`src/rtl/mem_axi_bridge.sv`:
```
// ---------------------------------------------------------------------------
// mem_axi_bridge
// Turns a level-style load/store request from the memory stage into a single
// AXI4-Lite read or write transaction. It returns a one-cycle completion pulse
// with read data and an error flag. At most one transaction is in flight.
//
// Ports
//   clk, rstn                 clock, synchronous active-low reset
//   request_enable, mode      request level (re-armed by a low cycle), 0=read 1=write
//   addr, wdata, wstrb        request address / store data / byte lanes
//   response_enable           one-cycle completion pulse
//   data, bus_error           read data (0 after a write), non-OKAY response flag
//   aw*, w*, b*               AXI4-Lite write address / data / response channels
//   ar*, r*                   AXI4-Lite read address / data channels
//
// State  | meaning
// IDLE   | waiting for an armed request
// WRITE  | AW and W valids outstanding (each completes on its own)
// WRESP  | bready high, waiting for bvalid
// READ   | arvalid high, waiting for arready
// RDATA  | rready high, waiting for rvalid
// ---------------------------------------------------------------------------
module mem_axi_bridge #(
    parameter logic [2:0] PROT = 3'b000
) (
    input  logic        clk,
    input  logic        rstn,
    input  logic        request_enable,
    input  logic        mode,
    input  logic [31:0] addr,
    input  logic [31:0] wdata,
    input  logic [3:0]  wstrb,
    output logic        response_enable,
    output logic [31:0] data,
    output logic        bus_error,
    output logic        awvalid,
    input  logic        awready,
    output logic [31:0] awaddr,
    output logic [2:0]  awprot,
    output logic        wvalid,
    input  logic        wready,
    output logic [31:0] m_wdata,
    output logic [3:0]  m_wstrb,
    input  logic        bvalid,
    output logic        bready,
    input  logic [1:0]  bresp,
    output logic        arvalid,
    input  logic        arready,
    output logic [31:0] araddr,
    output logic [2:0]  arprot,
    input  logic        rvalid,
    output logic        rready,
    input  logic [31:0] rdata,
    input  logic [1:0]  rresp
);

    typedef enum logic [2:0] {
        IDLE,
        WRITE,
        WRESP,
        READ,
        RDATA
    } state_t;

    state_t      state_q;
    logic        armed_q;
    logic        awvalid_q;
    logic        wvalid_q;
    logic        bready_q;
    logic        arvalid_q;
    logic        rready_q;
    logic        resp_en_q;
    logic        bus_err_q;
    logic [31:0] data_q;
    logic [31:0] awaddr_q;
    logic [31:0] araddr_q;
    logic [31:0] m_wdata_q;
    logic [3:0]  m_wstrb_q;

    // A channel is still pending if its valid is up and this cycle is not its
    // handshake; WRESP may be entered as soon as neither channel is pending.
    logic aw_pending;
    logic w_pending;
    assign aw_pending = awvalid_q && !awready;
    assign w_pending  = wvalid_q && !wready;

    always_ff @(posedge clk) begin
        if (!rstn) begin
            state_q   <= IDLE;
            armed_q   <= 1'b1;
            awvalid_q <= 1'b0;
            wvalid_q  <= 1'b0;
            bready_q  <= 1'b0;
            arvalid_q <= 1'b0;
            rready_q  <= 1'b0;
            resp_en_q <= 1'b0;
            bus_err_q <= 1'b0;
            data_q    <= 32'h0;
            awaddr_q  <= 32'h0;
            araddr_q  <= 32'h0;
            m_wdata_q <= 32'h0;
            m_wstrb_q <= 4'h0;
        end else begin
            resp_en_q <= 1'b0;
            bus_err_q <= 1'b0;
            // A request level held across completion must drop before the
            // next one is taken.
            if (!request_enable) begin
                armed_q <= 1'b1;
            end
            case (state_q)
                IDLE: begin
                    if (request_enable && armed_q) begin
                        armed_q <= 1'b0;
                        if (mode) begin
                            state_q   <= WRITE;
                            awaddr_q  <= addr;
                            m_wdata_q <= wdata;
                            m_wstrb_q <= wstrb;
                            awvalid_q <= 1'b1;
                            wvalid_q  <= 1'b1;
                        end else begin
                            state_q   <= READ;
                            araddr_q  <= addr;
                            arvalid_q <= 1'b1;
                        end
                    end
                end
                WRITE: begin
                    if (awvalid_q && awready) begin
                        awvalid_q <= 1'b0;
                    end
                    if (wvalid_q && wready) begin
                        wvalid_q <= 1'b0;
                    end
                    if (!aw_pending && !w_pending) begin
                        state_q  <= WRESP;
                        bready_q <= 1'b1;
                    end
                end
                WRESP: begin
                    if (bvalid) begin
                        state_q   <= IDLE;
                        bready_q  <= 1'b0;
                        resp_en_q <= 1'b1;
                        bus_err_q <= (bresp != 2'b00);
                        data_q    <= 32'h0;
                    end
                end
                READ: begin
                    if (arready) begin
                        state_q   <= RDATA;
                        arvalid_q <= 1'b0;
                        rready_q  <= 1'b1;
                    end
                end
                RDATA: begin
                    if (rvalid) begin
                        state_q   <= IDLE;
                        rready_q  <= 1'b0;
                        resp_en_q <= 1'b1;
                        bus_err_q <= (rresp != 2'b00);
                        data_q    <= rdata;
                    end
                end
                default: begin
                    state_q <= IDLE;
                end
            endcase
        end
    end

    assign response_enable = resp_en_q;
    assign bus_error       = bus_err_q;
    assign data            = data_q;
    assign awvalid         = awvalid_q;
    assign awaddr          = awaddr_q;
    assign awprot          = PROT;
    assign wvalid          = wvalid_q;
    assign m_wdata         = m_wdata_q;
    assign m_wstrb         = m_wstrb_q;
    assign bready          = bready_q;
    assign arvalid         = arvalid_q;
    assign araddr          = araddr_q;
    assign arprot          = PROT;
    assign rready          = rready_q;

endmodule
```
`config.mk`:
```
export PLATFORM = sky130hd
export DESIGN_NAME = mem_axi_bridge
export DESIGN_NICKNAME = d
export VERILOG_FILES = /design/src/rtl/mem_axi_bridge.sv
export SDC_FILE = /design/constraint.sdc
export NUM_CORES = 1
export LEC_CHECK = 0
export CORE_UTILIZATION = 42
export CTS_BUF_LIST = sky130_fd_sc_hd__clkbuf_8 sky130_fd_sc_hd__clkbuf_16
export DETAILED_ROUTE_END_ITERATION = 6
export GPL_TIMING_DRIVEN = 1
export HOLD_SLACK_MARGIN = 0.15
export MAX_ROUTING_LAYER = met4
export PLACE_DENSITY = 0.92
export RECOVER_POWER = 50
export SYNTH_ARGS = -nofsm -noshare
export SYNTH_HDL_FRONTEND = slang
export SYNTH_SLANG_ARGS = --single-unit
```
`constraint.sdc`:
```
create_clock -name clk -period 1.9 [get_ports clk]
set_input_delay 0.57 -clock clk [delete_from_list [all_inputs] [get_ports clk]]
set_output_delay 0.57 -clock clk [all_outputs]
set_load 0.01 [all_outputs]
```
Word-level counts from Yosys, hierarchy flattened
Cells that the tools add are included.

Memory bits (writable): 0. Bits in read-only memories: 0. Logic and storage cells: 90. Memories: 0. Bits of input ports: 113. Flip-flop bits (word level): 143. Latch bits: 0.

$lt $le $gt $ge: 0. Muxes and demuxes: 35. Shift-type cells: 0. $mul: 0. Div/mod/pow operators: 0. Equality and inequality tests: 13. Bitwise gates (word level): 1. Add/subtract/negate cells: 0. Reductions and logical operators: 27.

Operators with widths (number): 32-bit 2-to-1 mux (2); 32-bit case mux with 2 select lines (1); 1-bit 2-to-1 mux (18); 2-bit inequality test, second input constant (9); 3-bit 2-to-1 mux (5); 3-bit case mux with 5 select lines (1); 3-bit AND reduction (5); 1-bit case mux with 2 select lines (7); 2-bit nonzero test (7); 4-bit AND reduction (3); 3-bit by 2-bit == test with 1-bit output, second input constant (2); 1-bit logical AND (6); 5-bit AND reduction (1); 1-bit logical NOT (4); 3-bit by 1-bit == test with 1-bit output, second input constant (1); 3-bit == test, second input constant (1); 3-bit logical NOT (1); 2-bit 2-to-1 mux (1); 1-bit inverter (1).

Logic depth before layout (Yosys ltp)
Gate-level depths: netlist (run 1).

Depth in word-level cells: 6. Gate-level depth with buffers: 6. Depth with buffers taken out: 3.

Worst setup path before layout (run 1)
No wires, ideal clock.

Path kind: input to register. From: input rstn. To: register data_q[10] (netlist: data[10]). Arrival: 1.598 ns. Path buffers: 3. Setup time: 0.072 ns. Setup slack: 0.230 ns. Cell stages on the path: 6. Path through: clkbuf_1 nor4bb_1 clkbuf_1 buf_2 nand2_1 mux2i_1.

RTL lines: start, declared (RTL line 27) `input logic rstn,`; end signal, assigned (RTL line 163) `data_q <= rdata;`; end, declared (RTL line 74) `logic [31:0] data_q;`.

Final worst setup path (run 1)
From: register araddr_q[20] (netlist: araddr[20]). To: output araddr[20].

RTL lines: start, declared (RTL line 76) `logic [31:0] araddr_q;`; start signal, assigned (RTL line 124) `araddr_q <= addr;`; end, declared (RTL line 49) `output logic [31:0] araddr,`.

No word-level cell between the ends.

==> out/qor.txt, run 1 <==
Register area -> 0.00286 mm^2
Routed Antenna Nets -> 0
Final net count -> 962
Antenna diode count -> 0
Syn Inst Count -> 607
Post-Layout Cell Count -> 1038
Slew @ Worst Pin -> 0.598 ns
Post-Syn Area per Cell -> 9.31 um^2
Final total power -> 7.71 mW
FF-to-FF path depth -> 4
Worst flop-to-flop path endpoint -> data[29]
CP top delay family -> buffers and inverters
Outcome -> finished with violations
Initial Utilization -> 42.9%
Final min period -> 1.88 ns
Reg2reg setup slack -> 0.12 ns
Worst R2R Start -> state_q[0]
Dpl hpwl -> 10.5 mm
Max-Cap Viols -> 0
Data required time of the critical path -> 1.33 ns
1st-iter DRT viols -> 227
Hold depth -> 2
HP Start -> araddr[2]
Cell with the most instances after synthesis -> nand2_1
H-tree depth -> 4
Row cnt -> 42
I/O pin cnt -> 258
Initial antenna violation count -> 0
#FFs+latches synth -> 143
Die ar. -> 0.0139 mm^2
Hold buffers post-CTS -> 0
Final period util -> 98.7%
Count of endpoints failing setup in the final report -> 0
Clock-pin slew on the worst setup and hold paths -> 0.06 ns
Multi-input gate area -> 0.00254 mm^2
Fraction of registers with async set/reset -> 0%
Slew margin rel. -> 60.1%
Worst hold path endpoint -> araddr[2]
Mapped cell area -> 0.00565 mm^2
First-pass GRT wire length -> 23.8 mm
Hold crit path type -> register to register
Largest net degree at the start of global routing -> 103
Via count -> 4990
Peak supply drop -> 667 uV
Primary FF master, synth -> dfxtp_1
CP Launch Type -> register
Longest Clk Path Bufs -> 2
Synth unique cells -> 37
Critical path depth -> 1
TritonCTS clock tree -> done
Remaining DRCs -> 2
Vias in the first global route -> 4916
Clock Sinks -> 143
DR pass1 iterations -> 7
Sequential area share after synthesis -> 50.6%
DR vias/cell -> 4.81
Gr usage total -> 22.3%
Failing checks -> design-rule violations
Final Util -> 66.9%
GRT overflow -> 0
Max Clk Rate -> 0.533 GHz
Slowest CP cell -> clkdlybuf4s50_1
Die width -> 118 um
Worst Setup End Kind -> output port
WL/cell -> 14.7 um
Port Buffers -> 251
Yosys warns -> 0
GPL Wtd Cong -> 0.774
Largest area contributor in the netlist -> dfxtp_1
Share of the synthesized area in the top cell type -> 50.6%
Worst skew pair latency -> 0.41 ns
Crit path DAT -> 1.31 ns
Worst Path Max Fanout -> 2
Most common library cells after synthesis -> nand2_1 (236), dfxtp_1 (143), mux2i_1 (132)
Layout cells sized above 1 -> 6.15%
P&R area growth vs syn -> 56.0%
DRT Wirelength -> 15.2 mm
Final hold vios -> 0
CP Class -> register to output port
CP cell instances -> clkdlybuf4s50_1
FILL cells -> 1038
DP Cell Count -> 1006
Slew Viols, Final -> 0
Synth area leaders -> dfxtp_1 (51%), mux2i_1 (23%), nand2_1 (16%), buf_4 (1.7%), clkbuf_1 (1.5%)
Max stage delay on crit path -> 0.56 ns
Pleak -> 3.49 nW
Buffers & Inverters on Critical Path -> 1
Total CTS buffers -> 17
PwrDens -> 874 mW/mm^2
Clock Skews -> 0.00533 ns
Die H -> 118 um
Root Buffer -> clkbuf_16
Area of the core -> 0.0132 mm^2
Post-synth EDFFs -> 0
through the flow:
stage / TNS [ns] / hold WS (ns) / cell area, um^2 / setup WS [ns]
finish: 0 / 0.455 / 8820 / 0.0247
global route: -0.0135 / 0.471 / 8820 / -0.00578
CTS: 0 / 0.457 / 8990 / 0.000865
detailed placement: -5.71 / 0.448 / 8390 / -0.117
global placement: -2.42 / 0.441 / 8390 / -0.0477
floorplan: 0 / 0.474 / 5670 / 0.230
cells in the final DEF (no fill, tap or decap), types with 2 or more instances in the layout:
cell / instances
buf_4: 8
buf_1: 2
conb_1: 6
bufinv_16: 3
a21oi_1: 2
o211a_1: 2
o21ai_0: 2
nor2_1: 4
clkbuf_8: 4
nor3b_1: 2
nand2_1: 236
clkbuf_1: 20
mux2i_1: 132
or3_1: 2
nand3_1: 3
nand3b_1: 2
clkdlybuf4s50_1: 169
clkbuf_16: 17
dfxtp_1: 143
clkinv_2: 4
dlygate4sd2_1: 16
clkinvlp_4: 2
nand2b_1: 3
inv_1: 3
buf_12: 6
o21a_1: 3
clkdlybuf4s25_1: 44
worst max path at each step:
stage                              start    endpoint  slack (ns)
after CTS                     awaddr[15]  awaddr[15]      0.0009
after global routing            data[19]    data[19]      -0.006
after detailed placement  request_enable  awaddr[27]       -0.12
after floorplan                     rstn    data[10]        0.23
final                         araddr[20]  araddr[20]        0.02
after global placement    request_enable  m_wstrb[2]       -0.05
routing by layer:
metal,wire (um),global-route usage (%),vias up
li1,-,-,2455
met1,6390,24.8,2308
met2,7440,36.9,182
met3,832,5.18,45
met4,567,11.9,0
met5,0,-,-
where the power goes:
part | leakage (nW) | switching (mW) | internal [mW] | total, mW
combinational | 2.02 | 0.487 | 0.588 | 1.08
sequential | 1.16 | 0.0748 | 3.14 | 3.22
clock | 0.306 | 1.22 | 2.19 | 3.41
total | 3.49 | 1.78 | 5.92 | 7.71
timing repair:
action                     CTS  global route
buffers inserted             0             0
gates resized for setup     16            64
setup endpoints to repair   16            64
state kept, by name, summed over array words and instances, names as in the netlist:
register and flops:
m_wdata 32, awvalid 1, armed_q 1, rready 1
awaddr 32, m_wstrb 4, wvalid 1, data 32
state_q 3, arvalid 1, bready 1, bus_error 1
araddr 32, response_enable 1
area by class of cell:
| cell class | count | share of cell area [%] |
|---|---|---|
| inverters | 2 | 0.0851 |
| repair buffers | 269 | 29.1 |
| clock buffers | 21 | 5.45 |
| well taps | 176 | 2.50 |
| clock inverters | 11 | 1.56 |
| flip-flops and latches | 143 | 32.5 |
| multi-input cells | 416 | 28.8 |
worst min-delay path: cells and delay by family (launching register included):
kind,cells,cell delay (ns)
flops,1,0.31
mux,1,0.05
simple gates,1,0.05
cell families after synthesis:
family	share of synthesized area, %
buffers and inverters	4.96
DFF	50.6
muxes	23.6
other	0.0663
AOI/OAI and AO/OA	2.17
and+or+nand+nor	18.6
(Power assumes the default switching activity.)
==> run 2: changes to the inputs <==
GPL_TIMING_DRIVEN = unset   (was 1)
==> results of run 2 <==
No change in the layout: final DEF, timing and power equal those of run 1.
==> run 3: changes to the inputs <==
GPL_TIMING_DRIVEN = 0   (was unset)
==> out/qor.txt, run 3 (same netlist as run 1, synthesis figures left out) <==
Final min period -> 1.88 ns
Setup Slack @ Placement -> -0.479 ns
Worst Path Max Fanout -> 2
Final hold vios -> 0
Routed Antenna Nets -> 0
Failing checks -> design-rule violations
Part of the power in the clock network -> 41.2%
Crit path DAT -> 1.31 ns
DR pass1 iterations -> 6
CP cell instances -> clkdlybuf4s50_1
Initial antenna violation count -> 0
FF-to-FF path depth -> 5
Vias in the first global route -> 5227
Worst hold path endpoint -> araddr[1]
I/O pin cnt -> 258
Clock-pin slew on the worst setup and hold paths -> 0.06 ns
Via count -> 5233
P_int -> 5.49 mW
Commonest non-fill, non-tap cell in the layout -> nand2_1
DRT Wirelength -> 17.0 mm
Longest Clk Path Bufs -> 2
Antenna diode count -> 0
Final net count -> 996
GPL Wtd Cong -> 0.786
Clock Sinks -> 143
Clock Skews -> 0.00699 ns
Slowest CP cell -> clkdlybuf4s50_1
Hold depth -> 2
First-pass GRT wire length -> 26.3 mm
Final period util -> 99.0%
Slew @ Worst Pin -> 0.598 ns
Die H -> 118 um
1st-iter DRT viols -> 236
Buffers & Inverters on Critical Path -> 1
Final total power -> 7.33 mW
Die ar. -> 0.0139 mm^2
GRT overflow -> 0
DR vias/cell -> 4.89
TritonCTS clock tree -> done
Pleak -> 3.50 nW
CP Class -> register to output port
Max-Cap Viols -> 0
Reg2reg setup slack -> 0.09 ns
HP Start -> araddr[1]
Remaining DRCs -> 2
WL/cell -> 15.9 um
Initial Utilization -> 42.9%
Worst Setup End Kind -> output port
Data required time of the critical path -> 1.33 ns
CP top delay family -> buffers and inverters
PwrDens -> 836 mW/mm^2
H-tree depth -> 4
Gr usage total -> 25.1%
Gate power share -> 15.0%
Outcome -> finished with violations
Dpl hpwl -> 12.1 mm
FILL cells -> 1032
Worst R2R Start -> state_q[0]
Switching Fraction -> 25.1%
Switching power -> 1.84 mW
Hold crit path type -> register to register
Largest net degree at the start of global routing -> 17
Row cnt -> 42
Peak supply drop -> 613 uV
Slack of the critical path -> 0.0187 ns
Flop pwr share -> 43.9%
Most frequent cells in the layout -> nand2_1 (236), clkdlybuf4s50_1 (170), dfxtp_1 (143)
Worst skew pair latency -> 0.41 ns
Area of the core -> 0.0132 mm^2
Worst flop-to-flop path endpoint -> awaddr[14]
Die width -> 118 um
Port Buffers -> 250
Slew Viols, Final -> 0
Max stage delay on crit path -> 0.54 ns
Max Clk Rate -> 0.532 GHz
Hold buffers post-CTS -> 0
Count of endpoints failing setup in the final report -> 0
Layout cells sized above 1 -> 7.27%
Total CTS buffers -> 17
Slew margin rel. -> 60.1%
P&R area growth vs syn -> 55.2%
CP Launch Type -> register
Root Buffer -> clkbuf_16
==> run 3: cell types whose count changed in the layout (fill, tap and decap cells not counted), sizes merged <==
cell and change:
clkbuf +25, buf +8, clkdlybuf4s25 -3, bufinv -2, clkinv +2, clkinvlp +2
clkdlybuf4s50 +1, dlygate4sd3 -1
==> run 3: power by group through the flow <==
stage                     Clock (mW)  Combinational, mW  Sequential, mW
after global placement             0               1.13            3.27
after CTS                       3.07               1.14            3.22
after detailed placement           0               1.14            3.28
final                           3.02               1.10            3.22
after floorplan                    0              0.459            3.34
after global routing            3.21               1.18            3.23
==> run 3: worst max path at each step <==
stage / startpoint / end / slack, ns / cells past startpoint
after detailed placement: rstn / data[30] / -0.48 / 5
after global placement: rstn / rready / -0.46 / 5
after global routing: rstn / data[14] / -0.04 / 6
after CTS: araddr[4] / araddr[4] / 0.001 / 1
final: araddr[9] / araddr[9] / 0.02 / 1
after floorplan: rstn / data[10] / 0.23 / 6
==> run 3: per-stage QoR <==
| step | hold slack, ns | setup TNS [ns] | instance area [um^2] | util, % | std cells |
|---|---|---|---|---|---|
| 3_3_place_gp | 0.441 | -36.83 | 8390 | 63.6 | 1038 |
| 5_1_grt | 0.476 | -0.114 | 8780 | 66.5 | 1070 |
| 2_1_floorplan | 0.474 | 0 | 5670 | - | 612 |
| 6_report | 0.451 | 0 | 8780 | 66.5 | 1070 |
| 4_1_cts | 0.456 | 0 | 8900 | 67.5 | 1068 |
| 3_5_place_dp | 0.446 | -38.93 | 8390 | 63.6 | 1038 |
==> run 3: layer usage <==
layer	global-route usage, %	up-vias	share of wire [%]
met5	-	-	0
met4	12.8	0	3.9
met3	6.06	51	6.0
met2	42.1	201	50
met1	27.6	2459	41
li1	-	2522	-
==> run 3: cell type report <==
| type | count | area (um^2) | area share, % |
|---|---|---|---|
| inverters | 2 | 7.51 | 0.0855 |
| flip-flops and latches | 143 | 2860 | 32.6 |
| repair buffers | 252 | 2350 | 26.8 |
| well taps | 176 | 220 | 2.51 |
| multi-input cells | 416 | 2530 | 28.9 |
| clock buffers | 17 | 425 | 4.85 |
| plain buffers | 51 | 270 | 3.08 |
| clock inverters | 13 | 103 | 1.17 |
==> run 3: timing repair <==
action	CTS	global route
endpoints found under the setup margin	23	140
gates resized for setup	17	75
gates cloned	0	0
setup buffers	0	2
